**src/rtl/complex_alu_pkg.sv**
```systemverilog
// ----------------------------------------------------------------------------
// complex_alu_pkg
// Shared definitions for the sequential complex-number ALU:
//   - command encodings (add / sub / mul / mul-by-conjugate)
//   - FSM state encoding
//   - partial-product index constants and helpers that describe how each
//     partial product contributes to the real/imaginary accumulators
// ----------------------------------------------------------------------------
package complex_alu_pkg;

  typedef enum logic [1:0] {
    CMD_ADD  = 2'b00,
    CMD_SUB  = 2'b01,
    CMD_MUL  = 2'b10,
    CMD_MULC = 2'b11
  } cmd_e;

  typedef enum logic [1:0] {
    ST_IDLE = 2'b00,
    ST_ADD  = 2'b01,
    ST_MUL  = 2'b10,
    ST_DONE = 2'b11
  } state_e;

  // Partial-product order through the shared multiplier
  localparam logic [1:0] PP_RR = 2'd0;  // ar*br
  localparam logic [1:0] PP_II = 2'd1;  // ai*bi
  localparam logic [1:0] PP_RI = 2'd2;  // ar*bi
  localparam logic [1:0] PP_IR = 2'd3;  // ai*br

  // First two partial products build the real part, the last two the imaginary
  function automatic logic pp_is_real(input logic [1:0] k);
    return (k == PP_RR) || (k == PP_II);
  endfunction

  // Plain multiply subtracts ai*bi; conjugate multiply subtracts ar*bi
  function automatic logic pp_negate(input logic conj, input logic [1:0] k);
    return conj ? (k == PP_RI) : (k == PP_II);
  endfunction

endpackage

```
**src/rtl/signed_mul_w.sv**
```systemverilog
// ----------------------------------------------------------------------------
// signed_mul_w
// Combinational W x W -> 2W signed multiplier (two's complement).
// Ports:
//   a_i  W-bit signed operand
//   b_i  W-bit signed operand
//   p_o  2W-bit signed product (always exact, never overflows)
// ----------------------------------------------------------------------------
module signed_mul_w #(
  parameter int W = 4
) (
  input  logic [W-1:0]   a_i,
  input  logic [W-1:0]   b_i,
  output logic [2*W-1:0] p_o
);

  logic [2*W-1:0] a_ext_s;
  logic [2*W-1:0] b_ext_s;

  // Sign-extend first so the truncated 2W-bit product equals the exact product
  assign a_ext_s = {{W{a_i[W-1]}}, a_i};
  assign b_ext_s = {{W{b_i[W-1]}}, b_i};
  assign p_o     = a_ext_s * b_ext_s;

endmodule

```
**src/rtl/complex_alu_seq.sv**
```systemverilog
// ----------------------------------------------------------------------------
// complex_alu_seq
// Sequential complex ALU: add, sub, multiply, multiply-by-conjugate on W-bit
// re/im operands with valid/ready handshakes. Multiplies take four cycles
// through one shared signed_mul_w instance.
// Ports:
//   clk_i, rst_i             clock, synchronous active-high reset
//   in_valid_i / in_ready_o  operand handshake (ready only in IDLE)
//   a_i, b_i                 operands {im, re}, two's complement
//   cmd_i                    00 add, 01 sub, 10 mul, 11 mul by conj(b)
//   out_valid_o / out_ready_i result handshake
//   result_re_o/result_im_o  2W-bit results
//   sat_o                    (COMPLEX_ALU_SAT_EN only) a component saturated
// Build option: define COMPLEX_ALU_SAT_EN for saturating arithmetic + sat_o.
// ----------------------------------------------------------------------------
module complex_alu_seq
  import complex_alu_pkg::*;
#(
  parameter int W = 4
) (
  input  logic           clk_i,
  input  logic           rst_i,
  input  logic           in_valid_i,
  output logic           in_ready_o,
  input  logic [2*W-1:0] a_i,
  input  logic [2*W-1:0] b_i,
  input  logic [1:0]     cmd_i,
  output logic           out_valid_o,
  input  logic           out_ready_i,
  output logic [2*W-1:0] result_re_o,
`ifdef COMPLEX_ALU_SAT_EN
  output logic [2*W-1:0] result_im_o,
  output logic           sat_o
`else
  output logic [2*W-1:0] result_im_o
`endif
);

  localparam int PW = 2 * W;
`ifdef COMPLEX_ALU_SAT_EN
  // Keep the carry bit so overflow can be detected and clamped
  localparam int AW = W + 1;
  localparam int MW = PW + 1;
`else
  localparam int AW = W;
  localparam int MW = PW;
`endif

  state_e          state_q,    state_d;
  logic [1:0]      k_q,        k_d;
  logic [PW-1:0]   a_q,        a_d;
  logic [PW-1:0]   b_q,        b_d;
  cmd_e            cmd_q,      cmd_d;
  logic [PW:0]     acc_re_q,   acc_re_d;
  logic [PW:0]     acc_im_q,   acc_im_d;
  logic [PW-1:0]   res_re_q,   res_re_d;
  logic [PW-1:0]   res_im_q,   res_im_d;
  logic            out_valid_q, out_valid_d;
`ifdef COMPLEX_ALU_SAT_EN
  logic            sat_q,      sat_d;
`endif

  logic [W-1:0]    ar_s, ai_s, br_s, bi_s;
  logic [W-1:0]    mul_x_s, mul_y_s;
  logic [PW-1:0]   pp_s;
  logic [PW:0]     pp_ext_s, term_s;
  logic [PW:0]     acc_re_nx_s, acc_im_nx_s;
  logic [AW-1:0]   add_re_s, add_im_s;

  // Sign-extend a W-bit component to the add-path width
  function automatic logic [AW-1:0] sx(input logic [W-1:0] v);
    return AW'($signed(v));
  endfunction

  // Reduce an add/sub sum to W bits (clamped when saturation is built in), then sign-extend
  function automatic logic [PW-1:0] fit_add(input logic [AW-1:0] s);
    logic [W-1:0] v;
`ifdef COMPLEX_ALU_SAT_EN
    if (s[W] != s[W-1]) begin
      v = s[W] ? {1'b1, {(W-1){1'b0}}} : {1'b0, {(W-1){1'b1}}};
    end else begin
      v = s[W-1:0];
    end
`else
    v = s[W-1:0];
`endif
    return {{W{v[W-1]}}, v};
  endfunction

  // Reduce a multiply accumulator to 2W bits (clamped when saturation is built in)
  function automatic logic [PW-1:0] fit_mul(input logic [MW-1:0] s);
    logic [PW-1:0] v;
`ifdef COMPLEX_ALU_SAT_EN
    if (s[PW] != s[PW-1]) begin
      v = s[PW] ? {1'b1, {(PW-1){1'b0}}} : {1'b0, {(PW-1){1'b1}}};
    end else begin
      v = s[PW-1:0];
    end
`else
    v = s[PW-1:0];
`endif
    return v;
  endfunction

  assign ar_s = a_q[W-1:0];
  assign ai_s = a_q[PW-1:W];
  assign br_s = b_q[W-1:0];
  assign bi_s = b_q[PW-1:W];

  // Operand selection follows the PP_* order: rr, ii, ri, ir
  assign mul_x_s = ((k_q == PP_RR) || (k_q == PP_RI)) ? ar_s : ai_s;
  assign mul_y_s = ((k_q == PP_RR) || (k_q == PP_IR)) ? br_s : bi_s;

  signed_mul_w #(.W(W)) u_mul (
    .a_i (mul_x_s),
    .b_i (mul_y_s),
    .p_o (pp_s)
  );

  assign pp_ext_s    = {pp_s[PW-1], pp_s};
  assign term_s      = pp_negate(cmd_q[0], k_q) ? ({(PW+1){1'b0}} - pp_ext_s) : pp_ext_s;
  assign acc_re_nx_s = acc_re_q + term_s;
  assign acc_im_nx_s = acc_im_q + term_s;

  assign add_re_s = cmd_q[0] ? (sx(ar_s) - sx(br_s)) : (sx(ar_s) + sx(br_s));
  assign add_im_s = cmd_q[0] ? (sx(ai_s) - sx(bi_s)) : (sx(ai_s) + sx(bi_s));

  // Next-state and datapath control
  always_comb begin
    state_d     = state_q;
    k_d         = k_q;
    a_d         = a_q;
    b_d         = b_q;
    cmd_d       = cmd_q;
    acc_re_d    = acc_re_q;
    acc_im_d    = acc_im_q;
    res_re_d    = res_re_q;
    res_im_d    = res_im_q;
    out_valid_d = out_valid_q;
`ifdef COMPLEX_ALU_SAT_EN
    sat_d       = sat_q;
`endif
    case (state_q)
      ST_IDLE: begin
        if (in_valid_i) begin
          a_d      = a_i;
          b_d      = b_i;
          cmd_d    = cmd_e'(cmd_i);
          k_d      = PP_RR;
          acc_re_d = {(PW+1){1'b0}};
          acc_im_d = {(PW+1){1'b0}};
          state_d  = cmd_i[1] ? ST_MUL : ST_ADD;
        end else begin
          state_d  = ST_IDLE;
        end
      end
      ST_ADD: begin
        res_re_d    = fit_add(add_re_s);
        res_im_d    = fit_add(add_im_s);
        out_valid_d = 1'b1;
`ifdef COMPLEX_ALU_SAT_EN
        sat_d       = (add_re_s[W] ^ add_re_s[W-1]) | (add_im_s[W] ^ add_im_s[W-1]);
`endif
        state_d     = ST_DONE;
      end
      ST_MUL: begin
        if (pp_is_real(k_q)) begin
          acc_re_d = acc_re_nx_s;
        end else begin
          acc_im_d = acc_im_nx_s;
        end
        k_d = k_q + 2'd1;
        if (k_q == PP_IR) begin
          // Real part completed at k=1; imaginary part completes with this product
          res_re_d    = fit_mul(acc_re_q[MW-1:0]);
          res_im_d    = fit_mul(acc_im_nx_s[MW-1:0]);
          out_valid_d = 1'b1;
`ifdef COMPLEX_ALU_SAT_EN
          sat_d       = (acc_re_q[PW] ^ acc_re_q[PW-1]) | (acc_im_nx_s[PW] ^ acc_im_nx_s[PW-1]);
`endif
          state_d     = ST_DONE;
        end else begin
          state_d     = ST_MUL;
        end
      end
      ST_DONE: begin
        if (out_ready_i) begin
          out_valid_d = 1'b0;
`ifdef COMPLEX_ALU_SAT_EN
          sat_d       = 1'b0;
`endif
          state_d     = ST_IDLE;
        end else begin
          state_d     = ST_DONE;
        end
      end
      default: begin
        out_valid_d = 1'b0;
        state_d     = ST_IDLE;
      end
    endcase
  end

  // State and datapath registers with synchronous reset
  always_ff @(posedge clk_i) begin
    if (rst_i) begin
      state_q     <= ST_IDLE;
      k_q         <= 2'd0;
      a_q         <= {PW{1'b0}};
      b_q         <= {PW{1'b0}};
      cmd_q       <= CMD_ADD;
      acc_re_q    <= {(PW+1){1'b0}};
      acc_im_q    <= {(PW+1){1'b0}};
      res_re_q    <= {PW{1'b0}};
      res_im_q    <= {PW{1'b0}};
      out_valid_q <= 1'b0;
`ifdef COMPLEX_ALU_SAT_EN
      sat_q       <= 1'b0;
`endif
    end else begin
      state_q     <= state_d;
      k_q         <= k_d;
      a_q         <= a_d;
      b_q         <= b_d;
      cmd_q       <= cmd_d;
      acc_re_q    <= acc_re_d;
      acc_im_q    <= acc_im_d;
      res_re_q    <= res_re_d;
      res_im_q    <= res_im_d;
      out_valid_q <= out_valid_d;
`ifdef COMPLEX_ALU_SAT_EN
      sat_q       <= sat_d;
`endif
    end
  end

  assign in_ready_o  = (state_q == ST_IDLE);
  assign out_valid_o = out_valid_q;
  assign result_re_o = res_re_q;
  assign result_im_o = res_im_q;
`ifdef COMPLEX_ALU_SAT_EN
  assign sat_o       = sat_q;
`endif

endmodule

```
**config.mk**
```make
export PLATFORM = sky130hd
export DESIGN_NAME = complex_alu_seq
export DESIGN_NICKNAME = d
export VERILOG_FILES = /design/src/rtl/complex_alu_pkg.sv /design/src/rtl/signed_mul_w.sv /design/src/rtl/complex_alu_seq.sv
export SDC_FILE = /design/constraint.sdc
export NUM_CORES = 1
export LEC_CHECK = 0
export CAP_MARGIN = 0
export CORE_ASPECT_RATIO = 0.7
export CORE_MARGIN = 4
export CORE_UTILIZATION = 34
export DETAILED_ROUTE_END_ITERATION = 12
export PLACE_DENSITY = 0.54
export RECOVER_POWER = 50
export SYNTH_ARGS = -nofsm -noshare
export SYNTH_HDL_FRONTEND = slang
export SYNTH_SLANG_ARGS = --single-unit
export TNS_END_PERCENT = 100
```
**constraint.sdc**
```tcl
create_clock -name clk_i -period 7.3 [get_ports clk_i]
set_input_delay 1.46 -clock clk_i [delete_from_list [all_inputs] [get_ports clk_i]]
set_output_delay 1.46 -clock clk_i [all_outputs]
set_load 0.005 [all_outputs]
```
### Word level (Yosys, flattened, before mapping)

Index checks and enable logic that the tools add are counted.

| word-level totals | value |
|---|---|
| register bits after elaboration | 56 |

| operators by class | value |
|---|---|
| reduce and logical (&&, ||, !) cells | 14 |
| multiply operators | 1 |
| multiplexer cells | 25 |
| equality and inequality tests | 11 |
| add/sub/neg operators | 8 |

Operators with widths:

| kind | count |
|---|---|
| $mux 9 | 4 |
| $pmux 9 s2 | 2 |
| $pmux 8 s2 | 2 |
| $add 9x9->9 | 2 |
| $mux 4 | 4 |
| $mux 8 | 2 |
| $ne 2x2->1 const B | 5 |
| $reduce_and 3->1 | 3 |
| $sub 1x8->9 const A | 1 |
| $add 4x4->4 | 2 |
| $eq 2x2->1 const B | 4 |
| $mul 4x4->8 | 1 |
| $mux 2 | 4 |
| $pmux 2 s4 | 1 |
| $sub 4x4->4 | 2 |
| $reduce_and 2->1 | 3 |
| $eq 2x1->1 const B | 2 |
| $logic_not 2->1 | 2 |
| $mux 1 | 4 |
| $pmux 2 s2 | 1 |
| $reduce_bool 2->1 | 2 |
| $logic_or 1x1->1 | 3 |
| $pmux 1 s3 | 1 |
| $reduce_bool 3->1 | 1 |
| $add 2x1->2 const B | 1 |

### Depth between registers and ports, before layout

Gate-level depths: netlist of run 1.

| logic depth | value |
|---|---|
| depth after elaboration | 9 |
| depth in mapped cells | 23 |
| mapped depth without buffers | 22 |

### Hierarchy

Synthesis of run 1 repeated with hierarchy kept, for this count alone.

| second synthesis, totals | value |
|---|---|
| cell total of the unflattened synthesis | 465 |
| area total of the unflattened synthesis | 3880.0 sq um |

By module, submodules not included:

| module | instances | seq. area each (sq um) | cells an instance | area an instance (sq um) |
|---|---|---|---|---|
| complex_alu_seq | 1 | 1081.0 | 406 | 3314.4 |
| signed_mul_w | 1 | 0.0 | 59 | 565.5 |

### Worst setup path after synthesis of run 1

Ideal clock, no wire load.

| path | value |
|---|---|
| path type | reg-to-reg |
| start | register k_q[0] |
| end | register acc_im_q[7] |
| data required time | 7.226 ns |
| path buffers | 1 |
| slack | 1.611 ns |
| data arrival time | 5.615 ns |
| cell stages (with the launch flop) | 22 |
| cell sequence | dfxtp_1 > inv_1 > ha_1 > buf_2 > mux2i_1 > nand2b_1 > fa_1 > fa_1 > fa_1 > inv_1 > ha_1 > inv_1 > fa_1 > a41oi_1 > xnor2_1 > ha_1 > o21ai_0 > nand2b_1 > a31oi_1 > xnor3_1 > or4_1 > a31oi_1 |

| between the ends | value |
|---|---|
| word-level cells in the longest chain between the ends | 9 |

Ends and longest elaborated chain:

| element | RTL line | source |
|---|---|---|
| start: declaration | complex_alu_seq.sv:50 | `logic [1:0] k_q, k_d;` |
| start signal: assignment | complex_alu_seq.sv:222 | `k_q <= k_d;` |
| $eq 2x2->1 (tied with other cells) | complex_alu_pkg.sv:38, complex_alu_seq.sv:111 |  |
| $logic_or 1x1->1, on equally long branches | complex_alu_seq.sv:111, complex_alu_seq.sv:112 |  |
| $mux 4, on equally long branches | complex_alu_seq.sv:111, complex_alu_seq.sv:112 |  |
| $mul 4x4->8 | signed_mul_w.sv:23 | `assign p_o = a_ext_s * b_ext_s;` |
| $sub 1x8->9 | complex_alu_seq.sv:121 | `assign term_s = pp_negate(cmd_q[0], k_q) ? ({(PW+1){1'b0}} - pp_ext_s) : pp_ext_s;` |
| $mux 9 | complex_alu_seq.sv:121 |  |
| $add 9x9->9 | complex_alu_seq.sv:123 | `assign acc_im_nx_s = acc_im_q + term_s;` |
| $mux 9 | complex_alu_seq.sv:167 | `if (pp_is_real(k_q)) begin` |
| $pmux 9 s2 | complex_alu_seq.sv:143 | `case (state_q)` |
| end signal: assignment | complex_alu_seq.sv:213 | `acc_im_q <= {(PW+1){1'b0}};` |
| end signal: assignment | complex_alu_seq.sv:227 | `acc_im_q <= acc_im_d;` |
| end: declaration | complex_alu_seq.sv:55 | `logic [PW:0] acc_im_q, acc_im_d;` |

Several ways; a longest one is shown, not always the timed one. The select of a mux whose other input is x is not followed.
A chain may end at the register's enable or synchronous reset.

### Final worst setup path of run 1

Same ends and word-level chain as after synthesis.

==> results of run 1 <==
cell families after synthesis:
logic type | share of synthesized area, %
AOI/OAI and AO/OA | 17.76
xor gates and xnor gates | 6.821
adders and majority gates | 19.24
buffers and inverters | 4.826
DFF | 27.80
muxes | 5.341
and+or+nand+nor | 18.21
where the power goes:
group	leakage, nW	switching, mW	internal, mW
registers	0.440	0.0234	0.318
logic	1.37	0.168	0.130
clock network	0.0875	0.118	0.173
total	1.89	0.310	0.621
sequential cells by signal, summed over array words and instances, names as in the netlist, 2 cells and up:
signal	cells
a_q	8
acc_im_q	8
acc_re_q	8
b_q	8
result_im_o	8
result_re_o	8
k_q	2
state_q	2
layout by cell type (no fill, tap or decap), types with 4 or more instances in the layout:
cell type,count
fa_1,13
dfxtp_1,54
nor4_1,5
a22oi_1,4
inv_1,28
clkdlybuf4s50_1,20
ha_1,39
nand2_1,65
dlygate4sd3_1,18
a211oi_1,13
a21o_1,10
a21oi_1,44
xor2_1,6
nor2b_1,9
clkbuf_16,5
mux2i_1,14
xnor2_1,19
o21ai_0,9
o211ai_1,4
or2_2,4
nor3_1,6
nor2_1,57
nand2b_1,4
worst max-delay path by stage:
stage                     startpoint  slack (ps)          end
after detailed placement      k_q[0]         950  acc_im_q[7]
after global placement        k_q[0]        1250  acc_im_q[7]
final                         k_q[0]         950  acc_im_q[7]
after floorplan               k_q[0]        1610  acc_im_q[7]
after global routing          k_q[0]         480  acc_re_q[7]
after CTS                     k_q[0]         910  acc_im_q[7]
worst reg2reg max path, stage by stage, from the launching register on:
cell and delay (ps):
dfxtp_1 450, inv_1 130, ha_1 480, mux2i_1 500, nand2b_1 220, fa_1 430
fa_1 540, fa_1 420, inv_1 60, ha_1 160, inv_1 50, fa_1 560
a41oi_1 150, xnor2_1 310, ha_1 330, o21ai_0 100, nand2b_1 80, a31oi_1 190
xnor3_1 490, or4_1 430, a31oi_1 170
final cells by class:
| class | count | area [µm²] | area share [%] |
|---|---|---|---|
| Clock buffer | 6 | 138.9 | 3.035 |
| Sequential cell | 54 | 1081 | 23.63 |
| Inverter | 30 | 113.9 | 2.488 |
| Clock inverter | 2 | 38.79 | 0.8477 |
| Multi-Input combinational cell | 368 | 2620 | 57.26 |
| Timing Repair Buffer | 40 | 391.6 | 8.559 |
| Tap cell | 153 | 191.4 | 4.184 |
layer usage:
layer	vias up	track usage [%]	wire, µm
met5	-	0	0
met4	0	3.021	74
met3	7	2.433	336
met2	46	21.60	3966
met1	1578	23.96	5400
li1	1678	-	-
through the flow:
stage	setup slack (ps)	cell area (µm²)	cells	hold slack [ps]	power [mW]
final	951.7	4576	653	447.6	0.9306
after global routing	480.5	4576	653	481.8	0.9865
after CTS	910.2	4577	653	453.0	0.9464
after detailed placement	949.9	4399	645	444.3	0.6526
after global placement	1247	4399	645	440.1	0.6484
after floorplan	1611	3889	471	440.6	0.5519
==> impl_metrics.tcl, run 1 <==
set metrics [dict create \
    drc 0 \
    drtAntennaViolNets 0 \
    yosysMostFrequentCell "nand2_1" \
    num_rows 32 \
    yosysTopAreaCellShare_pct 27.80 \
    r2r_slack_ps 950 \
    status "finished, violations left" \
    dieArea_mm2 0.01324 \
    cap_violations 1 \
    tightest_slew_ps 2499 \
    period_share_pct 86.96 \
    max_stage_delay_ps 560 \
    endpoint_kind "register" \
    drt_iter0_drc 147 \
    hold_class "reg -> reg" \
    period_needed_ps 6348 \
    path_cells "inv_1 -> ha_1 -> mux2i_1 -> nand2b_1 -> fa_1 -> fa_1 -> fa_1 -> inv_1 -> ha_1 -> inv_1 -> fa_1 -> a41oi_1 -> xnor2_1 -> ha_1 -> o21ai_0 -> nand2b_1 -> a31oi_1 -> xnor3_1 -> or4_1 -> a31oi_1" \
    synth_nets 545 \
    drtPass1Iterations 4 \
    p_per_area_mw_per_mm2 203.4 \
    post-dp-hpwl_um 7592 \
    synth_edf_count 0 \
    grt_pass1_vias 3204 \
    clk_pin_slew_ps 70 \
    post-route-util_pct 41.26 \
    drv_slew 57 \
    grt_pass1_wl_um 16170 \
    nets 573 \
    antenna_found_initial 0 \
    start_kind "register" \
    worst-path-max-fanout 6 \
    maxSlewHeadroom_pct -66.62 \
    hold_violations 0 \
    fillers 1115 \
    r2r_start "k_q[0]" \
    track_usage_pct 15.20 \
    crit_required_ps 7500 \
    cts_made_buffers 5 \
    yosysTopAreaCell "dfxtp_1" \
    synth.area.top_cells "dfxtp_1 (28%), ha_1 (13%), fa_1 (6.7%), nand2_1 (6.3%), a21oi_1 (5.7%)" \
    async_flop_share_pct 0 \
    p_leak_nw 1.893 \
    die_h_um 97.48 \
    crit_arrival_ps 6540 \
    peakVddDrop_mv 0.1105 \
    hold_start "result_re_o[0]" \
    cpMostUsedCell "fa_1" \
    die_w_um 135.8 \
    wire_per_inst_um 14.97 \
    syn_area_mm2 0.003889 \
    synth_common_cells "nand2_1 (65), nor2_1 (57), dfxtp_1 (54)" \
    path_class "reg -> reg" \
    violations "capacitance limit, slew limit" \
    clock.fmax_mhz 157.5 \
    grt_overflow 0 \
    htree_levels 2 \
    place_congestion 0.8080 \
    io-pin-count 40 \
    cts_resized 0 \
    critical_path_buf_inv_count 3 \
    cts_tree "yes" \
    post_drt_via_cell_ratio 5.067 \
    portBuffers 39 \
    skew_ps 4.979 \
    rsz0062_at_grt "false" \
    seq_area_frac_synth_pct 27.80 \
    clockRootBuffer "clkbuf_16" \
    yosysWarningCount 0 \
    cp_top_family "adder cells" \
    crit_cells 20 \
    setup_violations 0 \
    postCtsHoldBufs 0 \
    vias 3309 \
    synth_seq_cells 54 \
    clock_latency_ps 300 \
    wl_um 9777 \
    synthCells 471 \
    cts_buffer_depth 2 \
    yosys.cell_types.count 49 \
    r2r_end "acc_im_q[7]" \
    cpMaxStageDelayCell "fa_1" \
    area_growth_pct 17.66 \
    whs_path_depth 2 \
    syn_area_per_cell_um2 8.256 \
    finalSetupTns_ps 0 \
    drive_above_1_share_pct 3.800 \
    coreArea_mm2 0.01109 \
    cts_sinks 54 \
    holdPathEnd "result_re_o[0]" \
    diodes 0 \
    cts_setup_buffers 0 \
    grt_max_degree 57 \
    synth_ff_type "dfxtp_1" \
    reg2reg_depth 20 \
    initial_core_util_pct 35.06 \
]
Note: power is estimated with default switching activity, not from simulation.
==> run 2: changes to the inputs <==
--- a/config.mk
+++ b/config.mk
@@ -9,6 +9,7 @@
 export CORE_ASPECT_RATIO = 0.7
 export CORE_MARGIN = 4
 export CORE_UTILIZATION = 34
+export CTS_BUF_LIST = sky130_fd_sc_hd__clkbuf_2
 export DETAILED_ROUTE_END_ITERATION = 12
 export PLACE_DENSITY = 0.54
 export RECOVER_POWER = 50
==> impl_metrics.tcl, run 2 (synthesis gave the netlist of run 1 again) <==
set metrics [dict create \
    status "finished, final reports clean" \
    drive_above_1_share_pct 3.400 \
    cts_made_buffers 5 \
    p_per_area_mw_per_mm2 180.2 \
    clk_pin_slew_ps 290 \
    grt_overflow 0 \
    tightest_slew_ps 1034 \
    cts_buffer_depth 2 \
    hold_slack_ps 469.1 \
    place_congestion 0.8080 \
    p_clk_share_pct 20.1 \
    area_growth_pct 14.77 \
    start_kind "register" \
    crit_arrival_ps 6800 \
    layout_commonest_cell "nand2_1" \
    drtPass1Iterations 4 \
    wl_um 9694 \
    period_share_pct 87.52 \
    path_class "reg -> reg" \
    die_w_um 135.8 \
    die_h_um 97.48 \
    rsz0062_at_grt "false" \
    hold_class "reg -> reg" \
    initial_core_util_pct 35.06 \
    grt_max_degree 57 \
    cap_violations 0 \
    skew_ps 14.73 \
    power_mw 0.8041 \
    finalSetupTns_ps 0 \
    period_needed_ps 6389 \
    io-pin-count 40 \
    final_cell_area_mm2 0.004463 \
    power_frac_comb_pct 37.2 \
    post-dp-hpwl_um 7592 \
    switching_share_pct 36.61 \
    cts_sinks 54 \
    nets 573 \
    holdPathEnd "result_re_o[0]" \
    grt_pass1_vias 3191 \
    p_int_mw 0.5097 \
    hold_start "result_re_o[0]" \
    cts_resized 0 \
    cts_setup_buffers 0 \
    hold_violations 0 \
    p_seq_share_pct 42.7 \
    dieArea_mm2 0.01324 \
    clock_latency_ps 460 \
    drv_slew 0 \
    grt_pass1_wl_um 16020 \
    r2r_slack_ps 910 \
    fillers 1127 \
    drtAntennaViolNets 0 \
    antenna_found_initial 0 \
    cts_tree "yes" \
    crit_required_ps 7710 \
    reg2reg_depth 20 \
    portBuffers 39 \
    p_leak_nw 1.805 \
    r2r_start "k_q[0]" \
    setup_violations 0 \
    drc 0 \
    whs_path_depth 2 \
    drt_iter0_drc 125 \
    worst-path-max-fanout 6 \
    coreArea_mm2 0.01109 \
    postCtsHoldBufs 0 \
    peakVddDrop_mv 0.08376 \
    maxSlewHeadroom_pct 31.04 \
    track_usage_pct 15.10 \
    post_dp_cell_area_mm2 0.004399 \
    diodes 0 \
    wire_per_inst_um 14.85 \
    r2r_end "acc_im_q[7]" \
    vias 3269 \
    clock.fmax_mhz 156.5 \
    post_drt_via_cell_ratio 5.006 \
    htree_levels 2 \
    switchingPower_mw 0.2943 \
    clockRootBuffer "clkbuf_2" \
    mostFrequentLayoutCells "nand2_1 (65), nor2_1 (57), dfxtp_1 (54)" \
    num_rows 32 \
    endpoint_kind "register" \
]
run 2: metal layers:
layer / routed length, µm / vias up / part of all wire [%] / global-route usage, %
met2: 3959 / 60 / 41 / 21.41
li1: - / 1676 / - / -
met3: 491 / 4 / 5.1 / 2.588
met5: 0 / - / 0 / 0
met1: 5195 / 1529 / 54 / 23.93
met4: 48 / 0 / 0.50 / 2.556
run 2: through the flow:
stage | setup slack [ps] | cells | util [%]
2_1_floorplan | 1611 | 471 | -
5_1_grt | 523.4 | 653 | 40.24
4_1_cts | 855.3 | 653 | 40.28
3_3_place_gp | 1247 | 645 | 39.67
3_5_place_dp | 949.9 | 645 | 39.67
6_report | 911.1 | 653 | 40.24
run 2: critical path, stage by stage, from the launching register on:
cell	delay (ps)
dfxtp_1	520
inv_1	120
ha_1	480
mux2i_1	500
nand2b_1	220
fa_1	430
fa_1	540
fa_1	420
inv_1	60
ha_1	150
inv_1	50
fa_1	560
a41oi_1	150
xnor2_1	340
ha_1	340
o21ai_0	100
nand2b_1	70
a31oi_1	190
xnor3_1	490
or4_1	420
a31oi_1	170
run 2: worst max path at each step:
stage	startpoint	end	slack, ps	depth (start not counted)
3_3_place_gp	k_q[0]	acc_im_q[7]	1250	20
6_report	k_q[0]	acc_im_q[7]	910	20
5_1_grt	k_q[0]	acc_im_q[7]	520	20
2_1_floorplan	k_q[0]	acc_im_q[7]	1610	21
3_5_place_dp	k_q[0]	acc_im_q[7]	950	20
4_1_cts	k_q[0]	acc_im_q[7]	860	20
run 2: power by group through the flow:
stage | clock, mW | sequential, mW | combinational [mW]
after floorplan | 0 | 0.341 | 0.211
after global placement | 0 | 0.349 | 0.299
after detailed placement | 0 | 0.349 | 0.303
after CTS | 0.169 | 0.344 | 0.305
after global routing | 0.181 | 0.348 | 0.333
final | 0.162 | 0.343 | 0.299
run 2: layout make-up:
cell class	count	area (µm²)	area share, %
Clock buffer	5	25.02	0.5607
Sequential cell	54	1081	24.22
Clock inverter	3	42.54	0.9532
Timing Repair Buffer	40	389.1	8.719
Multi-Input combinational cell	368	2620	58.70
Tap cell	153	191.4	4.289
Inverter	30	113.9	2.551
==> run 3: changes to the inputs <==
--- a/config.mk
+++ b/config.mk
@@ -13,6 +13,7 @@
 export DETAILED_ROUTE_END_ITERATION = 12
 export PLACE_DENSITY = 0.54
 export RECOVER_POWER = 50
+export SKIP_LAST_GASP = 1
 export SYNTH_ARGS = -nofsm -noshare
 export SYNTH_HDL_FRONTEND = slang
 export SYNTH_SLANG_ARGS = --single-unit
==> results of run 3 <==
Same layout as run 2: the final DEF is identical, and so are final timing and power.
